$ cat config.mk
export PLATFORM = sky130hd
export DESIGN_NAME = pc_sequencer_flat
export DESIGN_NICKNAME = d
export VERILOG_FILES = /design/src/rtl/pc_sequencer_if.sv /design/src/rtl/pc_sequencer.sv /design/src/flat_wrapper.sv
export SDC_FILE = /design/constraint.sdc
export NUM_CORES = 1
export LEC_CHECK = 0
export CORE_ASPECT_RATIO = 1.5
export CORE_MARGIN = 5
export CORE_UTILIZATION = 45
export CTS_CLUSTER_DIAMETER = 100
export CTS_CLUSTER_SIZE = 14
export DETAILED_ROUTE_END_ITERATION = 7
export PLACE_DENSITY = 0.75
export SYNTH_ARGS = -nofsm -noshare
export SYNTH_HDL_FRONTEND = slang
export SYNTH_SLANG_ARGS = --single-unit
$ cat constraint.sdc
create_clock -name clk -period 4.43 [get_ports clk]
set_input_delay 0.886 -clock clk [delete_from_list [all_inputs] [get_ports clk]]
set_output_delay 0.886 -clock clk [all_outputs]
set_load 0.1 [all_outputs]
$ cat src/rtl/pc_sequencer_if.sv
// pc_sequencer_if: operand/sum bus between the PC sequencer and the shared
// 16-bit signed adder.
//   master (sequencer): drives add_a, add_b, add_en; receives add_y
//   slave  (adder)    : receives add_a, add_b, add_en; drives add_y
// add_y is a combinational return: it must settle within the same cycle.
interface pc_sequencer_if #(
    parameter int WIDTH = 16
);
    logic [WIDTH-1:0] add_a;
    logic [WIDTH-1:0] add_b;
    logic             add_en;
    logic [WIDTH-1:0] add_y;

    modport master (output add_a, output add_b, output add_en, input add_y);
    modport slave  (input add_a, input add_b, input add_en, output add_y);
endinterface

$ cat src/rtl/pc_sequencer.sv
// pc_sequencer: program-counter sequencer for the RISC-Z core.
// Holds the PC and selects the next PC each enabled cycle: sequential,
// relative branch, absolute jump, call, return or halt. PC+1 and PC+offset
// come from the external adder over the bus interface. A small
// return-address stack backs CALL/RET; a RUN/HALTED/FAULT machine gates
// progress (FAULT is sticky until reset).
//
// Ports:
//   clk, reset      rising-edge clock, synchronous active-high reset
//   enable          advance when 1, hold all state when 0
//   op[2:0]         0 SEQ, 1 BR, 2 JMP, 3 CALL, 4 RET, 5 HALT, 6/7 as SEQ
//   cond            BR condition
//   offset, target  signed branch offset / absolute JMP-CALL target
//   resume          leave HALTED
//   bus (master)    adder operands add_a/add_b, add_en, sum add_y
//   pc, sp          registered PC and return-stack occupancy
//   halted, fault   registered state flags
//
// Optional build macro PC_TRACE_EN adds trace_valid / trace_from: a one-cycle
// pulse after each non-sequential PC update, carrying the pre-update PC.
module pc_sequencer #(
    parameter int               WIDTH       = 16,
    parameter logic [WIDTH-1:0] RESET_VEC   = '0,
    parameter int               STACK_DEPTH = 4,
    localparam int              SPW         = $clog2(STACK_DEPTH + 1)
) (
    input  logic                 clk,
    input  logic                 reset,
    input  logic                 enable,
    input  logic [2:0]           op,
    input  logic                 cond,
    input  logic [WIDTH-1:0]     offset,
    input  logic [WIDTH-1:0]     target,
    input  logic                 resume,
    pc_sequencer_if.master       bus,
    output logic [WIDTH-1:0]     pc,
    output logic [SPW-1:0]       sp,
    output logic                 halted,
`ifdef PC_TRACE_EN
    output logic                 fault,
    output logic                 trace_valid,
    output logic [WIDTH-1:0]     trace_from
`else
    output logic                 fault
`endif
);

    localparam logic [2:0] OP_SEQ  = 3'd0;
    localparam logic [2:0] OP_BR   = 3'd1;
    localparam logic [2:0] OP_JMP  = 3'd2;
    localparam logic [2:0] OP_CALL = 3'd3;
    localparam logic [2:0] OP_RET  = 3'd4;
    localparam logic [2:0] OP_HALT = 3'd5;

    localparam int               IDXW    = (STACK_DEPTH > 1) ? $clog2(STACK_DEPTH) : 1;
    localparam logic [SPW-1:0]   SP_FULL = SPW'(STACK_DEPTH);
    localparam logic [WIDTH-1:0] ONE     = WIDTH'(1);

    typedef enum logic [1:0] {
        S_RUN    = 2'd0,
        S_HALTED = 2'd1,
        S_FAULT  = 2'd2
    } state_e;

    state_e           state;
    logic [WIDTH-1:0] stack [STACK_DEPTH];

    logic             full, empty, run_en;
    logic [SPW-1:0]   sp_m1;
    logic [IDXW-1:0]  push_idx, pop_idx;

    assign full     = (sp == SP_FULL);
    assign empty    = (sp == '0);
    assign run_en   = enable && (state == S_RUN);
    assign sp_m1    = sp - SPW'(1);
    // Truncation is safe: pushes only happen below SP_FULL, pops only above 0.
    assign push_idx = sp[IDXW-1:0];
    assign pop_idx  = sp_m1[IDXW-1:0];

    // Adder operands: the same add_y serves PC+1 and PC+offset.
    assign bus.add_a  = pc;
    assign bus.add_b  = (op == OP_BR && cond) ? offset : ONE;
    assign bus.add_en = (state == S_RUN);

    // Return-address storage has no reset; only sp decides what is valid.
    // add_y is pc+1 here because add_b is 1 for every op except taken BR.
    always_ff @(posedge clk) begin
        if (!reset && run_en && op == OP_CALL && !full)
            stack[push_idx] <= bus.add_y;
    end

    always_ff @(posedge clk) begin
        if (reset) begin
            pc     <= RESET_VEC;
            sp     <= '0;
            state  <= S_RUN;
            halted <= 1'b0;
            fault  <= 1'b0;
        end else if (enable) begin
            case (state)
                S_RUN: begin
                    case (op)
                        OP_BR:  pc <= bus.add_y;
                        OP_JMP: pc <= target;
                        OP_CALL: begin
                            // Overflow faults with no partial update.
                            if (full) begin
                                state <= S_FAULT;
                                fault <= 1'b1;
                            end else begin
                                sp <= sp + SPW'(1);
                                pc <= target;
                            end
                        end
                        OP_RET: begin
                            if (empty) begin
                                state <= S_FAULT;
                                fault <= 1'b1;
                            end else begin
                                sp <= sp_m1;
                                pc <= stack[pop_idx];
                            end
                        end
                        OP_HALT: begin
                            pc     <= bus.add_y;
                            state  <= S_HALTED;
                            halted <= 1'b1;
                        end
                        default: pc <= bus.add_y;  // SEQ and reserved codes
                    endcase
                end
                S_HALTED: begin
                    if (resume) begin
                        state  <= S_RUN;
                        halted <= 1'b0;
                    end
                end
                default: ;  // FAULT: sticky until reset
            endcase
        end
    end

`ifdef PC_TRACE_EN
    logic xfer;

    // Non-sequential PC update this cycle: taken BR, JMP, good CALL/RET.
    assign xfer = run_en && ((op == OP_BR && cond) || op == OP_JMP ||
                             (op == OP_CALL && !full) || (op == OP_RET && !empty));

    always_ff @(posedge clk) begin
        if (reset) begin
            trace_valid <= 1'b0;
            trace_from  <= '0;
        end else begin
            trace_valid <= xfer;
            if (xfer)
                trace_from <= pc;
        end
    end
`endif

    // OP_SEQ is covered by the default arm; keep the name for readability.
    logic unused_seq;
    assign unused_seq = ^OP_SEQ;

endmodule
$ cat src/flat_wrapper.sv
// flat-port wrapper written by rule: the top's interface ports become plain ports
module pc_sequencer_flat 
#(
    parameter int               WIDTH       = 16,
    parameter logic [WIDTH-1:0] RESET_VEC   = '0,
    parameter int               STACK_DEPTH = 4,
    localparam int              SPW         = $clog2(STACK_DEPTH + 1)
)
  (clk, reset, enable, op, cond, offset, target, resume, pc, sp, halted, fault, bus_add_a, bus_add_b, bus_add_en, bus_add_y);
  pc_sequencer_if #(.WIDTH(WIDTH)) bus_i ();
  input  logic clk;
  input  logic reset;
  input  logic enable;
  input  logic [2:0] op;
  input  logic cond;
  input  logic [WIDTH-1:0] offset;
  input  logic [WIDTH-1:0] target;
  input  logic resume;
  output logic [WIDTH-1:0] pc;
  output logic [SPW-1:0] sp;
  output logic halted;
  output logic fault;
  output wire logic [$bits(bus_i.add_a)-1:0] bus_add_a;
  output wire logic [$bits(bus_i.add_b)-1:0] bus_add_b;
  output wire logic [$bits(bus_i.add_en)-1:0] bus_add_en;
  input wire logic [$bits(bus_i.add_y)-1:0] bus_add_y;
  assign bus_add_a = bus_i.add_a;
  assign bus_add_b = bus_i.add_b;
  assign bus_add_en = bus_i.add_en;
  assign bus_i.add_y = bus_add_y;
  pc_sequencer #(.WIDTH(WIDTH), .RESET_VEC(RESET_VEC), .STACK_DEPTH(STACK_DEPTH)) u_core (.clk(clk), .reset(reset), .enable(enable), .op(op), .cond(cond), .offset(offset), .target(target), .resume(resume), .bus(bus_i), .pc(pc), .sp(sp), .halted(halted), .fault(fault));
endmodule
After elaboration in Yosys (flattened, before gate mapping)
Memory sizes are Yosys's and may differ from the RTL's.
Cells that the tools add are included.
Widths: inputs -> output; s select.
{"block": "word_totals", "word_cells": 60, "register_bits": 23, "n_memories": 1, "ramBits": 64, "output_inout_bits": 54, "in_bits": 56}
{"block": "op_classes", "reduce_logical": 16, "muxes": 20, "eq_ne": 16, "n_addsub": 2}
{"name": "u_core.stack", "depth": 4, "word_bits": 16, "rd": 1, "rd_clocked_by_memory_dff": 0, "wr": 1, "line": "pc_sequencer.sv:66", "rtl": "logic [WIDTH-1:0] stack [STACK_DEPTH];"}
{"operator": "$mux 16", "count": 3}
{"operator": "$pmux 16 s3", "count": 1}
{"operator": "$reduce_and 5->1", "count": 2}
{"operator": "$eq 3x3->1 const B", "count": 3}
{"operator": "$reduce_and 4->1", "count": 2}
{"operator": "$eq 3x2->1 const B", "count": 2}
{"operator": "$mux 1", "count": 6}
{"operator": "$mux 2", "count": 3}
{"operator": "$mux 3", "count": 2}
{"operator": "$ne 2x1->1 const B", "count": 3}
{"operator": "$ne 2x2->1 const B", "count": 3}
{"operator": "$ne 3x2->1 const B", "count": 2}
{"operator": "$pmux 2 s3", "count": 1}
{"operator": "$pmux 3 s2", "count": 1}
{"operator": "$reduce_and 6->1", "count": 1}
{"operator": "$logic_and 1x1->1", "count": 5}
{"operator": "$ne 4x1->1 const B", "count": 1}
{"operator": "$pmux 1 s2", "count": 2}
{"operator": "$pmux 2 s2", "count": 1}
{"operator": "$reduce_bool 2->1", "count": 2}
{"operator": "$add 3x1->3 const B", "count": 1}
{"operator": "$eq 3x1->1 const B", "count": 1}
{"operator": "$logic_not 3->1", "count": 1}
{"operator": "$sub 3x1->3 const B", "count": 1}
{"operator": "3 further kinds", "count": 4}

Longest topological paths before layout
{"block": "logic_depth", "word_depth": 7, "ltp_mapped": 10, "mapped_depth_nobuf": 6}

Worst setup path after synthesis
No wires, ideal clock.
{"block": "synth_timing", "kind": "input port to output port", "from": "input op[2]", "to": "output bus_add_b[10]", "n_path_buf": 2, "slack_ps": 1107, "t_required_ps": 3544, "path_stages": 5, "arrival_ps": 2437, "cell_sequence": "buf_4 > nor2b_1 > and3b_1 > clkbuf_1 > and2_1"}
{"block": "synth_via", "elab_chain_cells": 3}
{"element": "from (decl)", "line": "flat_wrapper.sv:14", "rtl": "input logic [2:0] op;"}
{"element": "$eq 3x1->1", "line": "pc_sequencer.sv:82", "rtl": "assign bus.add_b = (op == OP_BR && cond) ? offset : ONE;"}
{"element": "$logic_and 1x1->1", "line": "pc_sequencer.sv:82"}
{"element": "$mux 16", "line": "pc_sequencer.sv:82"}
{"element": "to (decl)", "line": "flat_wrapper.sv:24", "rtl": "output wire logic [$bits(bus_i.add_b)-1:0] bus_add_b;"}
Every way passes these cells.

Worst setup path after layout
{"block": "layout_timing", "from": "input op[0]", "to": "output bus_add_b[8]"}
The elaborated chain is that of the path after synthesis.

==> impl_results.md <==
- Dpl ws: 0.928 ns
- Total gr overflow: 0
- Synth top area share: 46.1%
- Number of buffers and inverters on the critical path: 2
- Routed vias/inst: 5.61
- Area grow syn2layout: 35.5%
- Hold path cells: 2
- Final wirelength: 10000 um
- Effective utilization at floorplan: 45.6%
- GR peak layer: met2
- Arr. time, crit path: 2.61 ns
- R2r setup slk: 2.03 ns
- FMAX: 0.286 GHz
- Final hold slack: 0.461 ns
- Residual DRC: 0
- Syn Std Cell Area: 4170 sq um
- CORE AREA: 9150 sq um
- Die Y-Extent: 128 um
- P_leak: 0.00195 uW
- Crit Reg-Reg Endpoint: u_core.bus.add_a[2]
- Post-CTS Hold Buffers: 0
- Final Setup Violations: 0
- Hold Path End: u_core.halted
- Met3 Track Usage GR: 4.50%
- Hold crit path type: reg -> reg
- Post-DP HPWL: 6810 um
- Final #Nets: 457
- Slowest CP cell: clkdlybuf4s50_1
- I/O Buffers: 109
- Max-cap violation count: 0
- Synthesized area per cell: around 14 sq um
- Critical R2R Launch: u_core.sp[1]
- Setup CP Type: in -> out
- RSZ-0062 raised after global routing: false
- DR vias: 2878
- Buffer depth of the longest clock path: 2
- Reg2Reg Depth: 6
- Element type at the critical path start: input port
- Met1 Use GR: 20.7%
- Placed cell area: 5400 sq um
- Ports: 110
- Required @ worst endpoint: 3.54 ns
- Vias in the first global route: slightly below 3000
- Die ar.: 11300 sq um
- Clock Sinks: 87
- Flops & latches, synth: 87
- Maximum vdd drop: around 0.32 mV
- Htree depth: 3
- Cell taking the most area after synthesis: edfxtp_1
- Outcome: finished, final reports clean
- Grt met2 use: 32.4%
- Largest net degree at the start of global routing: 39
- CP peak stage delay: 0.61 ns
- PwrDens: about 350 nW/um^2
- Num rows: 43
- ANT cells: 0
- Endpoint type of the worst setup path: output port
- Register area share after synthesis: 57.1%
- Routed len/inst: roughly 20 um
- HP Start: u_core.halted
- Crit share post-route: 79.0%
- Pre-Repair DR Iteration Count: 4
- Post-synthesis instance total: 302
- Die X-Extent: 88.6 um
- Synth area leaders: edfxtp_1 (46%), dfxtp_1 (11%), mux4_1 (5.7%)
- Final Hold Viols: 0
- Synth warnings: 0
- Clock period minus worst slack: 3.50 ns
- Least-Margin Pin Slew: 0.985 ns
- Clock transition at the registers of the reported paths: about 0.060 ns
- Syn nets: approximately 360
- Share of cells above drive strength 1: roughly 16%
- Max-slew headroom: 34.1%
- Final WS setup: 0.929 ns
- Initial drt markers: 158
- Fin area: 5650 sq um
- Top delay family on crit path: simple AND/OR/NAND/NOR gates
- Insertion delay to the later sink of the worst-skew pair: roughly 0.33 ns
- Post-route ant nets: 0
- Root buffer cell: clkbuf_16
- Antenna violations before repair: 0
- First-pass GRT wire length: 15600 um
- Crit-path cells: clkdlybuf4s50_1 -> nor2b_1 -> and3b_1 -> and2_1 -> buf_12
- Setup TNS: 0 ns
- Clock buffer count from CTS: 9
- Max Fanout on Critical Path: 16
- Post_cts resized: 0
- CTS tree: yes
- Max Slew Vio Count: 0
- Overall Global Routing Usage: 18.4%
- Distinct cell type count after synthesis: 36
- Worst Skew: 0.00434 ns
- Postcts setup bufs: 0
- Routability congestion estimate: 0.752
-- synth_stat cells, drive strengths merged --
cell type	n
a21oi	23
nor3b	1
buf	28
and4b	1
dfxtp	23
nand2	20
o21a	1
mux2i	17
clkbuf	9
mux4	16
nor4b	1
o2111ai	16
edfxtp	64
ha	5
o21ai	19
nand4b	1
mux2	16
and3b	1
a32oi	1
and2	19
nor2	3
o31ai	1
inv	2
nor2b	4
nand3	2
nor3	1
or3	2
or4	1
nand2b	3
xnor2	1
-- cell families (layout without fill, tap and decap cells) --
| group | count (synthesis) | in the layout | synth area share [%] |
|---|---|---|---|
| DFF | 87 | 87 | 57.1 |
| AOI/OAI and AO/OA | 61 | 61 | 8.97 |
| and+or+nand+nor | 60 | 60 | 8.31 |
| muxes | 49 | 49 | 17.9 |
| buffers and inverters | 39 | 138 | 6.03 |
| adders and majority gates | 5 | 5 | 1.50 |
| xor gates and xnor gates | 1 | 1 | 0.210 |
-- layout by cell type (no fill, tap or decap) --
cell type,synthesis,routed
or4_1,1,1
a32oi_1,1,1
and2_1,19,19
or3_1,1,1
and3b_1,1,1
mux4_1,9,9
and4b_1,1,1
mux2i_1,17,17
clkdlybuf4s50_1,0,92
mux2_2,16,16
o21ai_0,17,17
clkbuf_1,9,6
nor3_1,1,1
nor3b_4,1,1
o21ai_1,2,2
nand3_1,2,2
a21oi_1,23,23
ha_1,5,5
nor4b_2,1,1
nor2b_1,4,4
nor2_1,3,3
o21a_1,1,1
inv_1,2,2
nand2_1,20,20
edfxtp_1,64,64
nand4b_1,1,1
nand2b_1,3,3
buf_12,1,16
or3_2,1,1
mux4_2,7,7
xnor2_1,1,1
o2111ai_1,16,16
dfxtp_1,23,23
o31ai_1,1,1
clkbuf_16,0,9
clkinv_2,0,1
buf_4,17,12
-- registers in the layout, indices dropped and copies added, names as in the netlist --
signal / cells
u_core.fault: 1
u_core.sp: 3
u_core.bus.add_a: 16
u_core.stack: 64
u_core.halted: 1
u_core.state: 2
-- per-stage QoR --
step,utilization [%],instances,total power (uW)
after floorplan,-,302,1230
after global routing,61.8,513,2050
after detailed placement,59.0,497,1360
after CTS,61.8,513,2000
after global placement,59.0,497,1350
final,61.8,513,1980
-- worst min-delay path: cells and delay by family, from the launching register on --
family / cells / cell delay [ns]
compound gates: 1 / 0.05
flops: 1 / 0.30
simple gates: 1 / 0.05
-- routing by layer --
layer / share of wire, % / up-vias
met4: 2.4 / 0
met2: 55 / 109
met5: 0 / -
li1: - / 1337
met3: 6.8 / 17
met1: 36 / 1415
-- power by group --
part	internal (uW)	leakage (uW)	switching [uW]	total, uW
Combinational	141	0.00106	295	437
Clock	380	0.000122	268	648
Sequential	889	0.000764	11.0	900
-- worst max-delay path by stage --
| stage | from | end | slack [ns] | depth (start not counted) |
|---|---|---|---|---|
| final | op[0] | bus_add_b[8] | 0.93 | 5 |
| after detailed placement | op[0] | bus_add_b[13] | 0.93 | 5 |
| after global routing | op[0] | bus_add_b[12] | 0.78 | 5 |
| after CTS | op[0] | bus_add_b[13] | 0.93 | 5 |
| after global placement | op[0] | bus_add_b[9] | 1.01 | 5 |
| after floorplan | op[2] | bus_add_b[10] | 1.11 | 5 |
-- area by class of cell --
| class | instances | area, sq um |
|---|---|---|
| Inverter | 2 | 7.51 |
| Sequential cell | 87 | 2380 |
| Timing Repair Buffer | 120 | 1330 |
| Clock inverter | 1 | 5.00 |
| Tap cell | 112 | 140 |
| Fill cell | 724 | 3500 |
| Clock buffer | 15 | 248 |
| Multi-Input combinational cell | 176 | 1540 |
Power figures use the tool's default switching activity.
